`config.mk`:
```
export PLATFORM = sky130hd
export DESIGN_NAME = stall_sequencer_flat
export DESIGN_NICKNAME = d
export VERILOG_FILES = /design/src/rtl/stall_sequencer_if.sv /design/src/rtl/stall_sequencer.sv /design/src/flat_wrapper.sv
export SDC_FILE = /design/constraint.sdc
export NUM_CORES = 1
export LEC_CHECK = 0
export CAP_MARGIN = 15
export CORE_MARGIN = 1.5
export CORE_UTILIZATION = 40
export CTS_CLUSTER_DIAMETER = 200
export DETAILED_ROUTE_END_ITERATION = 12
export PLACE_DENSITY = 0.76
export SYNTH_ARGS = -nofsm -noshare
export SYNTH_HDL_FRONTEND = slang
export SYNTH_SLANG_ARGS = --single-unit
```
`constraint.sdc`:
```
create_clock -name clk -period 5.1 [get_ports clk]
set_clock_uncertainty 0.05 [all_clocks]
set_input_delay 1.53 -clock clk [delete_from_list [all_inputs] [get_ports clk]]
set_output_delay 1.53 -clock clk [all_outputs]
set_load 0.02 [all_outputs]
```
`src/rtl/stall_sequencer_if.sv`:
```
// Decoder and memory handshake bundle for stall_sequencer.
// master drives decoder fields and mem_ack; slave is the sequencer.
interface stall_sequencer_if;
  logic        dec_valid;
  logic [3:0]  dec_group;
  logic        dec_causes_stall;
  logic        dec_is_store;
  logic        mem_ack;
  logic        stall_out;
  logic        mem_req;
  logic        mem_we;
  logic        irq_mask;
  logic [1:0]  state_out;
  logic        mem_err;
  logic [15:0] stall_cycles;

  modport master (
    output dec_valid,
    output dec_group,
    output dec_causes_stall,
    output dec_is_store,
    output mem_ack,
    input  stall_out,
    input  mem_req,
    input  mem_we,
    input  irq_mask,
    input  state_out,
    input  mem_err,
    input  stall_cycles
  );

  modport slave (
    input  dec_valid,
    input  dec_group,
    input  dec_causes_stall,
    input  dec_is_store,
    input  mem_ack,
    output stall_out,
    output mem_req,
    output mem_we,
    output irq_mask,
    output state_out,
    output mem_err,
    output stall_cycles
  );
endinterface

```
`src/rtl/stall_sequencer.sv`:
```
// Pipeline stall sequencer: freezes fetch/decode for memory, control-flow and system ops.
// Optional MEM timeout with mem_err pulse is compiled in by OPT_STALL_SEQUENCER_TIMEOUT_EN.
module stall_sequencer #(
  parameter int unsigned CTRL_FLOW_BUBBLES = 2,
  parameter int unsigned MEM_TIMEOUT       = 255
) (
  input logic               clk,
  input logic               rst_n,
  stall_sequencer_if.slave  bus
);

  typedef enum logic [1:0] {
    StRun  = 2'd0,
    StMem  = 2'd1,
    StCtrl = 2'd2,
    StSys  = 2'd3
  } state_e;

  localparam logic [3:0] BubbleLoad = 4'(CTRL_FLOW_BUBBLES - 1);

  state_e      state_q, state_d;
  logic [3:0]  bubble_q, bubble_d;
  logic        mem_we_q, mem_we_d;
  logic [15:0] stall_cnt_q, stall_cnt_d;
  logic        trigger;
  logic        stall;
  logic        group_ctrl;
  logic        mem_timeout;

  // Reset gates the trigger so stall/irq outputs drop without waiting for a clock.
  assign group_ctrl = (bus.dec_group == 4'd2) || (bus.dec_group == 4'd3) ||
                      (bus.dec_group == 4'd4);
  assign trigger = rst_n && (state_q == StRun) && bus.dec_valid && bus.dec_causes_stall &&
                   (group_ctrl || (bus.dec_group == 4'd5) || (bus.dec_group == 4'd6));
  assign stall   = trigger || (state_q != StRun);

`ifdef OPT_STALL_SEQUENCER_TIMEOUT_EN
  localparam logic [7:0] MemLimit = 8'(MEM_TIMEOUT - 1);

  logic [7:0] mem_cnt_q, mem_cnt_d;
  logic       mem_err_q;

  // mem_ack in the limit cycle wins over the timeout.
  assign mem_timeout = (state_q == StMem) && (mem_cnt_q == MemLimit) && !bus.mem_ack;

  always_comb begin
    mem_cnt_d = 8'd0;
    if ((state_q == StMem) && (state_d == StMem)) begin
      mem_cnt_d = mem_cnt_q + 8'd1;
    end
  end

  always_ff @(posedge clk or negedge rst_n) begin
    if (!rst_n) begin
      mem_cnt_q <= 8'd0;
      mem_err_q <= 1'b0;
    end else begin
      mem_cnt_q <= mem_cnt_d;
      mem_err_q <= mem_timeout;
    end
  end

  assign bus.mem_err = mem_err_q;
`else
  assign mem_timeout = 1'b0;
  assign bus.mem_err = 1'b0;
`endif

  always_comb begin
    state_d  = state_q;
    bubble_d = bubble_q;
    mem_we_d = mem_we_q;
    unique case (state_q)
      StRun: begin
        if (trigger) begin
          if (bus.dec_group == 4'd5) begin
            state_d  = StMem;
            mem_we_d = bus.dec_is_store;
          end else if (bus.dec_group == 4'd6) begin
            state_d = StSys;
          end else begin
            state_d  = StCtrl;
            bubble_d = BubbleLoad;
          end
        end
      end
      StMem: begin
        if (bus.mem_ack || mem_timeout) begin
          state_d  = StRun;
          mem_we_d = 1'b0;
        end
      end
      StCtrl: begin
        if (bubble_q == 4'd0) begin
          state_d = StRun;
        end else begin
          bubble_d = bubble_q - 4'd1;
        end
      end
      StSys: begin
        state_d = StRun;
      end
    endcase
  end

  always_comb begin
    stall_cnt_d = stall_cnt_q;
    if (stall && (stall_cnt_q != 16'hFFFF)) begin
      stall_cnt_d = stall_cnt_q + 16'd1;
    end
  end

  always_ff @(posedge clk or negedge rst_n) begin
    if (!rst_n) begin
      state_q     <= StRun;
      bubble_q    <= 4'd0;
      mem_we_q    <= 1'b0;
      stall_cnt_q <= 16'd0;
    end else begin
      state_q     <= state_d;
      bubble_q    <= bubble_d;
      mem_we_q    <= mem_we_d;
      stall_cnt_q <= stall_cnt_d;
    end
  end

  assign bus.stall_out    = stall;
  assign bus.irq_mask     = stall;
  assign bus.mem_req      = (state_q == StMem);
  assign bus.mem_we       = (state_q == StMem) && mem_we_q;
  assign bus.state_out    = state_q;
  assign bus.stall_cycles = stall_cnt_q;

  a_param_range: assert property (@(posedge clk) disable iff (!rst_n)
    (CTRL_FLOW_BUBBLES >= 1) && (CTRL_FLOW_BUBBLES <= 15) &&
    (MEM_TIMEOUT >= 2) && (MEM_TIMEOUT <= 255));

  a_we_needs_req: assert property (@(posedge clk) disable iff (!rst_n)
    bus.mem_we |-> bus.mem_req);

  a_bubble_bound: assert property (@(posedge clk) disable iff (!rst_n)
    (state_q == StCtrl) |-> (bubble_q <= BubbleLoad));

endmodule

```
`src/flat_wrapper.sv`:
```
// flat-port wrapper written by rule: the top's interface ports become plain ports
module stall_sequencer_flat 
#(
  parameter int unsigned CTRL_FLOW_BUBBLES = 2,
  parameter int unsigned MEM_TIMEOUT       = 255
)
  (clk, rst_n, bus_dec_valid, bus_dec_group, bus_dec_causes_stall, bus_dec_is_store, bus_mem_ack, bus_stall_out, bus_mem_req, bus_mem_we, bus_irq_mask, bus_state_out, bus_mem_err, bus_stall_cycles);
  stall_sequencer_if bus_i ();
  input logic clk;
  input logic rst_n;
  input wire logic [$bits(bus_i.dec_valid)-1:0] bus_dec_valid;
  input wire logic [$bits(bus_i.dec_group)-1:0] bus_dec_group;
  input wire logic [$bits(bus_i.dec_causes_stall)-1:0] bus_dec_causes_stall;
  input wire logic [$bits(bus_i.dec_is_store)-1:0] bus_dec_is_store;
  input wire logic [$bits(bus_i.mem_ack)-1:0] bus_mem_ack;
  output wire logic [$bits(bus_i.stall_out)-1:0] bus_stall_out;
  output wire logic [$bits(bus_i.mem_req)-1:0] bus_mem_req;
  output wire logic [$bits(bus_i.mem_we)-1:0] bus_mem_we;
  output wire logic [$bits(bus_i.irq_mask)-1:0] bus_irq_mask;
  output wire logic [$bits(bus_i.state_out)-1:0] bus_state_out;
  output wire logic [$bits(bus_i.mem_err)-1:0] bus_mem_err;
  output wire logic [$bits(bus_i.stall_cycles)-1:0] bus_stall_cycles;
  assign bus_i.dec_valid = bus_dec_valid;
  assign bus_i.dec_group = bus_dec_group;
  assign bus_i.dec_causes_stall = bus_dec_causes_stall;
  assign bus_i.dec_is_store = bus_dec_is_store;
  assign bus_i.mem_ack = bus_mem_ack;
  assign bus_stall_out = bus_i.stall_out;
  assign bus_mem_req = bus_i.mem_req;
  assign bus_mem_we = bus_i.mem_we;
  assign bus_irq_mask = bus_i.irq_mask;
  assign bus_state_out = bus_i.state_out;
  assign bus_mem_err = bus_i.mem_err;
  assign bus_stall_cycles = bus_i.stall_cycles;
  stall_sequencer #(.CTRL_FLOW_BUBBLES(CTRL_FLOW_BUBBLES), .MEM_TIMEOUT(MEM_TIMEOUT)) u_core (.clk(clk), .rst_n(rst_n), .bus(bus_i));
endmodule
```
==> results.toml <==
[critical_path]
cp-end-kind = "output port"
critical_path.max_stage_delay_ns = 0.56
worstRegToRegCells = 5
critPathSlowestCell = "clkdlybuf4s50_1"
crit_chain = "clkdlybuf4s50_1 -> or2_4 -> a311o_2 -> clkdlybuf4s50_1"
reg2reg_from = "u_core.bus.stall_cycles[0]"
critical_path_class = "primary input to output port"
cp.arrival_ns = 3.27
rrSetupSlack_ns = 3.07
worst_ep_required_time_ns = 3.52
startpoint_type = "primary input"
worst_path_most_repeated_cell = "clkdlybuf4s50_1"
r2r_end = "u_core.bus.stall_cycles[1]"
worst-path-max-fanout = 5

[sta]
fin_tns_setup_ns = 0
finalCritPeriodShare_pct = 95.1
finalMaxSlewViolations = 0
min_period_ns = 4.85
finalHoldViolCount = 0
max_freq_ghz = 0.206
rsz0062_at_grt = "no"
timing.final.ws_setup_ns = 0.251
fin_hold_ws_ns = 0.452
setup_viol = 0

[route]
route.detailed.drc = 0
detail_route.first_pass.iterations = 4
via_per_inst = 5.11
post_drt_wl_per_cell_um = 13.3
drt_iter0_markers = 57
vias = 996
postRouteAntennaNets = 0
routed_wl_um = 2600

[synthesis]
synth.avg_cell_area_um2 = 10.5
syn_nets = 131
syn_inst = 119
ys_top_cells_by_area = "dfrtp_1 46%, xnor2_1 10%, nand4_1 4.5%, o21ai_0 4.4%, nand3_2 4.0%"
synth.largest_area_cell = "dfrtp_1"
yosysWarnings = 0
synthDistinctLibCells = 36
syn_area_um2 = 1250
ys_ff_latch = 23
synth_top_area_share_pct = 45.9
yosysSeqAreaShare_pct = 45.9

[placement]
io_buffers = 31
post_dp_cell_area_um2 = 1590
dp_slack_ns = 0.262
dp.cells = 191
gp_congestion = 0.757
dp_hpwl_um = 1960

[clock_network]
clk_pin_slew_ns = 0.11
cts-root-buf = "clkbuf_4"
cts_buffers = 3
cts_resized = 0
cts_tree = "done"
clock_latency_ns = 0.30
cts_sinks = 23
htreeDepth = 1
cts.path.max_buffers = 2
cts_hold_buffers = 0
postCtsSetupRepairBufs = 0

[floorplan]
dieWidth_um = 59.0
boundaryPins = 33
num_rows = 20
dieArea_um2 = 3480
die_h_um = 59.0
initial_utilization_pct = 41.4
design.core.area_um2 = 3030

[job]
cap_violations = 0

[outcome]
status = "completed"

[min_path]
hold_depth = 1
hp-start = "u_core.bus.stall_cycles[12]"
hold_class = "register to register"
min_to = "u_core.bus.stall_cycles[12]"

[grt]
grtUsageMet1_pct = 21.4
grt_usage_pct = 16.9
gr-usage-met2_pct = 29.0
grt_max_degree = 24
grtUsageMet3_pct = 2.40
grt_pass1_wl_um = 4400
grt.busiest_layer = "met2"
overflow = 0
grt_pass1_vias = 961
antenna_found_initial = 0

[layout]
antenna_cells = 0
area_delta_synth_final_pct = 28.6
final_area_um2 = 1610
final-instance-count-excl-fill = 195
fin_nets = 164
finish.utilization_pct = 53.3
drive_gt1_share_pct = 11.9

[pwr]
vdd_drop_max_mv = 0.330
p_per_area_nw_per_um2 = 402
p_leak_nw = 0.656
power_mw = 0.648
[Yosys cell counts (all sizes together)]
library cell / n
and2b: 1
nand4: 9
xnor2: 15
nand2b: 1
mux2i: 1
or4: 1
and2: 2
a311o: 1
xor2: 1
mux2: 1
a41oi: 1
nor2b: 4
buf: 4
and3: 4
conb: 1
inv: 5
nor3: 2
o21a: 2
nor4: 1
ha: 2
and4b: 1
nand3: 6
o2111ai: 1
o31a: 1
nor2: 4
o21ai: 11
or2: 1
dfrtp: 23
and4: 1
a22o: 1
nand2: 10
[cell usage in the layout, fill, tap and decap left out, types with 2 or more instances in the layout]
master and n:
and3_1 4, nand4_1 9, ha_1 2, o21ai_0 11
dfrtp_1 23, nor2_1 4, nand3_2 5, clkbuf_4 3
clkdlybuf4s50_1 31, xnor2_1 15, nor2b_1 4, nor3_1 2
nand2_1 6, inv_1 5, and2_1 2, nand2_2 4
[logic make-up after synthesis]
family	share of synthesized area [%]
DFF	45.9
muxes	1.99
other	0.299
and+or+nand+nor	24.1
AOI/OAI and AO/OA	9.87
adders and majority gates	1.99
xor gates and xnor gates	11.2
buffers and inverters	4.69
[critical path, delay by kind of cell]
family / cells / cell delay (ns)
buffers and inverters: 2 / 1.05
AO/OA/AOI/OAI: 1 / 0.42
AND/OR/NAND/NOR: 1 / 0.27
[final cells by class]
| type | count | area (um^2) |
|---|---|---|
| clock buffer | 4 | 26.3 |
| fill | 291 | 1410 |
| inverter | 5 | 18.8 |
| multi-input combinational | 87 | 621 |
| sequential | 23 | 576 |
| tap | 44 | 55.1 |
| timing repair buffer | 32 | 318 |
[state kept, by name (all words and copies together) (netlist names)]
signal	cells
u_core.bus.stall_cycles	16
u_core.bubble_q	4
u_core.bus.state_out	2
u_core.mem_we_q	1
[worst max-delay path by stage]
stage / depth (start not counted) / end / startpoint / slack [ns]
CTS: 4 / bus_irq_mask / bus_dec_group[1] / 0.26
floorplan: 3 / bus_stall_out / bus_dec_group[2] / 1.12
detailed placement: 4 / bus_irq_mask / bus_dec_group[1] / 0.26
global placement: 4 / bus_stall_out / bus_dec_group[1] / 0.30
global route: 4 / bus_irq_mask / bus_dec_group[1] / 0.21
finish: 4 / bus_irq_mask / bus_dec_group[1] / 0.25
[metal layers]
layer  vias to the layer above  wire (um)
li1                        486          -
met5                         -          0
met4                         0         41
met3                         4        128
met1                       476       1170
met2                        30       1260
[power breakdown]
| group | switching (mW) | internal (mW) |
|---|---|---|
| logic | 0.150 | 0.132 |
| registers | 0.0575 | 0.227 |
| clock network | 0.0506 | 0.0305 |
| total | 0.258 | 0.390 |
No activity file was read; power rests on OpenSTA's default activity.
